<file path="config.mk">
export PLATFORM = sky130hd
export DESIGN_NAME = pipeline_controller
export DESIGN_NICKNAME = d
export VERILOG_FILES = /design/src/rtl/arm_pipe_pkg.sv /design/src/rtl/hazard_detect.sv /design/src/rtl/pipeline_controller.sv
export SDC_FILE = /design/constraint.sdc
export NUM_CORES = 1
export LEC_CHECK = 0
export ABC_CLOCK_PERIOD_IN_PS = 5700
export BUFFER_PORTS_ARGS = -buffer_cell sky130_fd_sc_hd__buf_4
export CAP_MARGIN = 20
export CELL_PAD_IN_SITES_DETAIL_PLACEMENT = 0
export CELL_PAD_IN_SITES_GLOBAL_PLACEMENT = 1
export CORE_AREA = 2 2 56 78
export DETAILED_ROUTE_END_ITERATION = 10
export DIE_AREA = 0 0 58 80
export PLACE_DENSITY_LB_ADDON = 0.12
export SYNTH_ARGS = -nofsm -noshare
export SYNTH_HDL_FRONTEND = slang
export SYNTH_SLANG_ARGS = --single-unit
</file>
<file path="constraint.sdc">
create_clock -name clk -period 5.7 [get_ports clk]
set_clock_uncertainty 0.05 [all_clocks]
set_input_delay 0.285 -clock clk [delete_from_list [all_inputs] [get_ports clk]]
set_output_delay 0.285 -clock clk [all_outputs]
set_load 0.005 [all_outputs]
</file>
<file path="src/rtl/arm_pipe_pkg.sv">
// Shared definitions for the ARM pipeline control slice.
//   ctrl_state_e : memory-wait controller states (RUN, MEM_WAIT, FAULT)
//   REG_IDX_W    : register-index width used by hazard comparisons
//   STALL_CNT_W  : width of the saturating frozen-cycle counter
//   WAIT_CNT_W   : width of the memory-wait cycle counter
package arm_pipe_pkg;

  localparam int unsigned REG_IDX_W   = 4;
  localparam int unsigned STALL_CNT_W = 16;
  localparam int unsigned WAIT_CNT_W  = 8;

  typedef logic [REG_IDX_W-1:0] reg_idx_t;

  typedef enum logic [1:0] {
    RUN      = 2'd0,
    MEM_WAIT = 2'd1,
    FAULT    = 2'd2
  } ctrl_state_e;

endpackage

</file>
<file path="src/rtl/hazard_detect.sv">
// Combinational source/destination match for the ID stage.
// Build option: FORWARDING_EN -- when defined only load-use hazards are
// reported (results can otherwise be forwarded); when undefined any valid
// source matching an in-flight EXE or MEM destination is a hazard.
// Ports:
//   src1_i, src2_i       ID source register indices
//   src1Valid_i, twoSrc_i ID instruction reads src1 / src2
//   exeDest_i, exeWbEn_i, exeMemRead_i  EXE destination, write-enable, load
//   memDest_i, memWbEn_i MEM destination and write-enable
//   hazard_o             ID instruction must wait
module hazard_detect
  import arm_pipe_pkg::*;
(
  input  reg_idx_t src1_i,
  input  reg_idx_t src2_i,
  input  logic     src1Valid_i,
  input  logic     twoSrc_i,
  input  reg_idx_t exeDest_i,
  input  logic     exeWbEn_i,
  input  logic     exeMemRead_i,
  input  reg_idx_t memDest_i,
  input  logic     memWbEn_i,
  output logic     hazard_o
);

  logic exe_match;
  logic mem_match;

  assign exe_match = (src1Valid_i && (src1_i == exeDest_i)) ||
                     (twoSrc_i    && (src2_i == exeDest_i));
  assign mem_match = (src1Valid_i && (src1_i == memDest_i)) ||
                     (twoSrc_i    && (src2_i == memDest_i));

`ifdef FORWARDING_EN
  logic unused_mem_match;
  logic unused_mem_wb;
  assign unused_mem_match = mem_match;
  assign unused_mem_wb    = memWbEn_i;
  assign hazard_o = exeMemRead_i && exeWbEn_i && exe_match;
`else
  logic unused_exe_mem_read;
  assign unused_exe_mem_read = exeMemRead_i;
  assign hazard_o = (exeWbEn_i && exe_match) || (memWbEn_i && mem_match);
`endif

endmodule

</file>
<file path="src/rtl/pipeline_controller.sv">
// Pipeline stall/flush controller with data-memory wait timeout.
// Build option: FORWARDING_EN (selects load-use-only hazard detection).
// Parameter TIMEOUT_CYCLES (1..255): memory-wait cycles tolerated in
// MEM_WAIT before the controller latches a fault.
// Ports:
//   clk, rst              clock, asynchronous active-high reset
//   branchTaken           branch resolved taken in EXE
//   src1, src2, src1Valid, twoSrc            ID sources
//   exeDest, exeWbEn, exeMemRead             EXE destination info
//   memDest, memWbEn                         MEM destination info
//   memAccess, memReady                      data-memory handshake
//   freeze, bubble, flush, stallAll          pipeline controls
//   memTimeout            sticky fault flag
//   stallCount            saturating count of frozen cycles
module pipeline_controller
  import arm_pipe_pkg::*;
#(
  parameter int unsigned TIMEOUT_CYCLES = 255
) (
  input  logic                   clk,
  input  logic                   rst,
  input  logic                   branchTaken,
  input  logic [REG_IDX_W-1:0]   src1,
  input  logic [REG_IDX_W-1:0]   src2,
  input  logic                   src1Valid,
  input  logic                   twoSrc,
  input  logic [REG_IDX_W-1:0]   exeDest,
  input  logic                   exeWbEn,
  input  logic                   exeMemRead,
  input  logic [REG_IDX_W-1:0]   memDest,
  input  logic                   memWbEn,
  input  logic                   memAccess,
  input  logic                   memReady,
  output logic                   freeze,
  output logic                   bubble,
  output logic                   flush,
  output logic                   stallAll,
  output logic                   memTimeout,
  output logic [STALL_CNT_W-1:0] stallCount
);

  localparam logic [WAIT_CNT_W-1:0] WAIT_LAST = WAIT_CNT_W'(TIMEOUT_CYCLES - 1);

  ctrl_state_e            state_q, state_d;
  logic [WAIT_CNT_W-1:0]  waitCnt_q, waitCnt_d;
  logic [STALL_CNT_W-1:0] stallCount_q, stallCount_d;
  logic                   memTimeout_q, memTimeout_d;

  logic hazard;
  logic mem_stall;
  logic stall_raw;

  hazard_detect u_hazard_detect (
    .src1_i       (src1),
    .src2_i       (src2),
    .src1Valid_i  (src1Valid),
    .twoSrc_i     (twoSrc),
    .exeDest_i    (exeDest),
    .exeWbEn_i    (exeWbEn),
    .exeMemRead_i (exeMemRead),
    .memDest_i    (memDest),
    .memWbEn_i    (memWbEn),
    .hazard_o     (hazard)
  );

  assign mem_stall = memAccess && !memReady;

  always_comb begin
    state_d   = state_q;
    waitCnt_d = waitCnt_q;
    unique case (state_q)
      RUN: begin
        waitCnt_d = '0;
        if (mem_stall) state_d = MEM_WAIT;
      end
      MEM_WAIT: begin
        if (memReady || !memAccess) begin
          state_d   = RUN;
          waitCnt_d = '0;
        end else if (waitCnt_q == WAIT_LAST) begin
          state_d = FAULT;
        end else begin
          waitCnt_d = waitCnt_q + WAIT_CNT_W'(1);
        end
      end
      FAULT: state_d = FAULT;
      default: begin
        state_d   = RUN;
        waitCnt_d = '0;
      end
    endcase
  end

  // Controls are forced low while reset is held, independent of inputs.
  always_comb begin
    stall_raw = (state_q == FAULT) || mem_stall;
    stallAll  = !rst && stall_raw;
    flush     = !rst && branchTaken && !stall_raw;
    freeze    = !rst && (stall_raw || (hazard && !branchTaken));
    bubble    = !rst && hazard && !branchTaken && !stall_raw;
  end

  always_comb begin
    stallCount_d = stallCount_q;
    if (freeze && (stallCount_q != '1)) stallCount_d = stallCount_q + STALL_CNT_W'(1);
    memTimeout_d = memTimeout_q || (state_d == FAULT);
  end

  always_ff @(posedge clk or posedge rst) begin
    if (rst) begin
      state_q      <= RUN;
      waitCnt_q    <= '0;
      stallCount_q <= '0;
      memTimeout_q <= 1'b0;
    end else begin
      state_q      <= state_d;
      waitCnt_q    <= waitCnt_d;
      stallCount_q <= stallCount_d;
      memTimeout_q <= memTimeout_d;
    end
  end

  assign stallCount = stallCount_q;
  assign memTimeout = memTimeout_q;

endmodule
</file>
### After elaboration in Yosys (flattened, before gate mapping)

Cells that the tools add are included.

| word-level totals | value |
|---|---|
| input bits | 26 |
| register bits | 27 |

| operators by class | value |
|---|---|
| reduce and logical (&&, ||, !) cells | 30 |
| multiplexer cells | 7 |
| $add $sub $neg | 2 |
| bitwise gates (word level) | 1 |
| equality and inequality tests | 10 |

Operators by type and width:

| operator | count |
|---|---|
| 16-bit by 1-bit adder with 16-bit output (second input constant) | 1 |
| 4-bit equality test | 4 |
| 1-bit logical AND | 16 |
| 8-bit two-way mux | 2 |
| 16-bit != test (second input constant) | 1 |
| 8-bit case mux with 2 select lines | 1 |
| 8-bit by 1-bit adder with 8-bit output (second input constant) | 1 |
| 8-bit equality test (second input constant) | 1 |
| 1-bit logical OR | 7 |
| 2-bit two-way mux | 3 |
| 2-bit case mux with 3 select lines | 1 |
| 1-bit zero test | 5 |
| 2-bit equality test (second input constant) | 2 |
| 3-bit != test (second input constant) | 1 |
| 2-bit by 1-bit equality test with 1-bit output (second input constant) | 1 |
| 2-bit zero test | 1 |
| 2-bit AND reduction | 1 |
| 1-bit NOT | 1 |

### Longest topological paths before layout

| depth | value |
|---|---|
| word-level depth | 9 |
| depth in mapped cells | 9 |
| gate-level depth less buffers | 9 |

### By module

A second synthesis with hierarchy kept.

| second synthesis, totals | value |
|---|---|
| cells, all modules | 154 |
| area total of the unflattened synthesis | 1535.2 µm² |

By module, submodules not included:

| module | instances | sequential area each (µm²) | cells an instance | area each (µm²) |
|---|---|---|---|---|
| pipeline_controller | 1 | 675.6 | 129 | 1343.8 |
| hazard_detect | 1 | 0.0 | 25 | 191.4 |

### Worst setup path before layout

No wires, ideal clock.

| path | value |
|---|---|
| path type | register to register |
| start point | register stallCount_q[0], in the netlist stallCount[0] |
| end point | register stallCount_q[1], in the netlist stallCount[1] |
| setup slack | 3807 ps |
| cell stages (with the launch flop) | 8 |
| period minus slack after synthesis | 1893 ps |
| setup time | 128 ps |
| data arrival time | 1715 ps |
| cells stage by stage | dfrtp_1 ha_1 nand3_1 nor4_1 nor2_1 o21ai_2 buf_6 mux2_1 |

| on the way | value |
|---|---|
| longest elaborated chain between the ends | 2 |

Ends and longest elaborated chain:

| element | RTL line | source |
|---|---|---|
| from (decl) | pipeline_controller.sv:46 | `logic [STALL_CNT_W-1:0] stallCount_q, stallCount_d;` |
| from (signal assigned) | pipeline_controller.sv:118 | `stallCount_q <= stallCount_d;` |
| branches (longest 2 deep; another with 16-bit by 1-bit adder with 16-bit output) | -- |  |

Several ways; the timed one is not identified.
A chain may end at the register's enable or synchronous reset.

### Final worst setup path

Same ends and word-level chain as after synthesis.

==> results.md <==
* Routed vias at 1321
* Ports at 47
* Vias per inst at 5.24
* Post-synth EDFFs at 0
* Yosys cell types at 32
* Setup TNS at 0 ns
* Post-synthesis sequential area ratio at 0.435
* IO buf count at 45
* Relative slew margins at 0.531
* GRT Overall Usage at 0.155
* CTS tree: done
* IR drop worst, VDD at 260 µV
* Initial antenna violation count at 0
* TritonRoute pass-1 iters at 4
* Final setup violation count at 0
* ANT nets after route at 0
* Syn-to-layout area delta at 29.9%
* DR WL/cell at 13.8 µm
* CTS clk-pin slew, worst paths at 0.10 ns
* Starting Density at 0.397
* FMAX at 455 MHz
* CP arrival at 2.31 ns
* Synth Net Count at 188
* WS Path Type: reg -> reg
* H-tree levels at 1
* Core Footprint at 3920 µm²
* Die width at 58 µm
* Vias in the first global route at 1252
* Final Cycle Share at 0.386
* Cell Area, Placed at 1930 µm²
* Crit-path cells: ha_1, nand3_1, nor4_1, nor2_1, o21ai_2, mux2_1
* Synthesized area per cell at 9.77 µm²
* Hold Crit Class: in -> reg
* Clk_lat worst skew at 0.27 ns
* # fillers at 392
* Asr flop ratio synth at 1.00
* Number of synthesized register bits at 27
* Final Max Tran Viols at 0
* Critical path fanouts, max at 15
* Clk sinks at 27
* Fraction of layout cells with a size suffix above 1 at 0.273
* Final Hold Fails at 0
* DP HPWL at 2.64 mm
* Root buf cell: clkbuf_8
* Crit path buf inv count at 0
* Nets@finish at 239
* Max Cap Viol at 0
* Lkg Pwr at 0.000882 µW
* # resized after CTS at 0
* Family with the most delay on the worst path: simple AND/OR/NAND/NOR gates
* Residual DRC at 0
* Fin crit period at 2.20 ns
* Crit path required time at 5.82 ns
* CTS Buffer Depth at 2
* Setup Fix Bufs, Post-CTS at 0
* Die area at 4640 µm²
* GRT overflow at 0
* Power per Cell Area at 269 nW/µm²
* Antenna cells at 0
* Global-route wire length before repair at 5.71 mm
* Slowest cell on the critical path: dfrtp_1
* Final hold slack at 0.275 ns
* Die Y at 80 µm
* Synth Cell Area at 1550 µm²
* Main synth FF type: dfrtp_1
* Cells after Synth at 159
* RSZ-0062 raised after global routing: false
* Run status: completed
* Worst slew pin tran at 0.704 ns
* Core Rows at 27
* Num CTS Buffers at 3
* Pin count of the biggest net entering global routing at 30
* Total routed wirelength at 3.48 mm
* Routability cong. at 0.745
* Post-route cell area at 2020 µm²
* Initial drt markers at 34
* Startpoint types: flop
* CP endpoint kind: flop
* CP peak stage delay at 0.48 ns
* Yosys warns at 0
-- power by group --
group | internal, µW | switching, µW
Clock | 49.0 | 60.9
Combinational | 90.9 | 69.0
Sequential | 226 | 47.3
-- path summary, 6_finish.rpt --
| path | startpoint | end | slack [ns] | cells past startpoint |
|---|---|---|---|---|
| setup / recovery | stallCount[0] | stallCount[1] | 3.50 | 6 |
| hold / removal | memReady | state_q[0] | 0.28 | 3 |
| setup reg to reg | stallCount[0] | stallCount[1] | 3.50 | 6 |
| hold reg to reg | state_q[1] | state_q[0] | 0.43 | 1 |
| max in group asynchronous | rst | state_q[0] | 4.70 | 4 |
| min in group asynchronous | rst | stallCount[12] | 0.49 | 3 |
-- kinds of logic after synthesis --
| logic type | after synthesis | share of synthesized area |
|---|---|---|
| fa+ha+maj | 3 | 0.0242 |
| mux | 2 | 0.0145 |
| xor+xnor | 33 | 0.186 |
| simple gates | 73 | 0.255 |
| buf+inv | 7 | 0.0217 |
| flops | 27 | 0.435 |
| compound gates | 14 | 0.0636 |
-- Yosys cell counts (3+ instances only) --
library cell | instances | area [µm²]
nor3b_1 | 3 | 22.5
nor2_1 | 17 | 63.8
nand2_1 | 13 | 48.8
dfrtp_1 | 27 | 676
o21ai_0 | 4 | 20.0
nand4_1 | 8 | 50.1
xnor2_1 | 8 | 70.1
nand3_1 | 7 | 35.0
nor3_1 | 6 | 30.0
nor4_1 | 4 | 25.0
ha_1 | 3 | 37.5
xor2_1 | 25 | 219
nor3_2 | 3 | 30.0
inv_1 | 6 | 22.5
-- per-layer routing --
layer | vias up | global-route usage | routed length [µm]
met3 | 4 | 0.0259 | 161
met4 | 0 | 0.0419 | 33
met2 | 30 | 0.259 | 1750
met1 | 635 | 0.204 | 1530
li1 | 652 | - | -
met5 | - | 0 | 0
-- final cells by class --
class                           instances  area (µm²)  share of cell area
Multi-Input combinational cell        125         845               0.418
Sequential cell                        27         676               0.335
Timing Repair Buffer                   47         375               0.186
Tap cell                               43        53.8              0.0267
Clock buffer                            3        41.3              0.0205
Inverter                                6        22.5              0.0112
Clock inverter                          1        5.00             0.00248
-- metrics by stage --
| stage | setup WS [ns] | cells | util | total power [µW] |
|---|---|---|---|---|
| CTS | 3.47 | 250 | 0.505 | 545 |
| detailed placement | 3.47 | 246 | 0.494 | 435 |
| global route | 3.25 | 252 | 0.515 | 578 |
| floorplan | 3.81 | 159 | - | 342 |
| finish | 3.50 | 252 | 0.515 | 543 |
| global placement | 3.49 | 246 | 0.494 | 430 |
-- layout by cell type (no fill, tap or decap), drive strengths merged, types with 3 or more instances in the layout --
| cell | n |
|---|---|
| buf | 46 |
| dfrtp | 27 |
| xor2 | 25 |
| nor2 | 17 |
| nand2 | 13 |
| nor3 | 9 |
| nand4 | 8 |
| xnor2 | 8 |
| nand3 | 7 |
| o21ai | 7 |
| inv | 6 |
| nor4 | 5 |
| nor3b | 3 |
| ha | 3 |
| clkbuf | 3 |
-- state kept, by name, summed over array words and instances (netlist names) --
name        cells
waitCnt_q       8
stallCount     16
memTimeout      1
state_q         2
-- worst register-to-register path: stages (launching register included) --
cell     delay [ns]
dfrtp_1        0.48
ha_1           0.26
nand3_1        0.23
nor4_1         0.32
nor2_1         0.09
o21ai_2        0.28
mux2_1         0.38
-- repair_timing --
item / 4_1_cts / 5_1_grt
hold endpoints to repair: 0 / 4
hold buffers: 0 / 1
endpoints found under the setup margin: 0 / 0
Note: power is estimated with default switching activity, not from simulation.
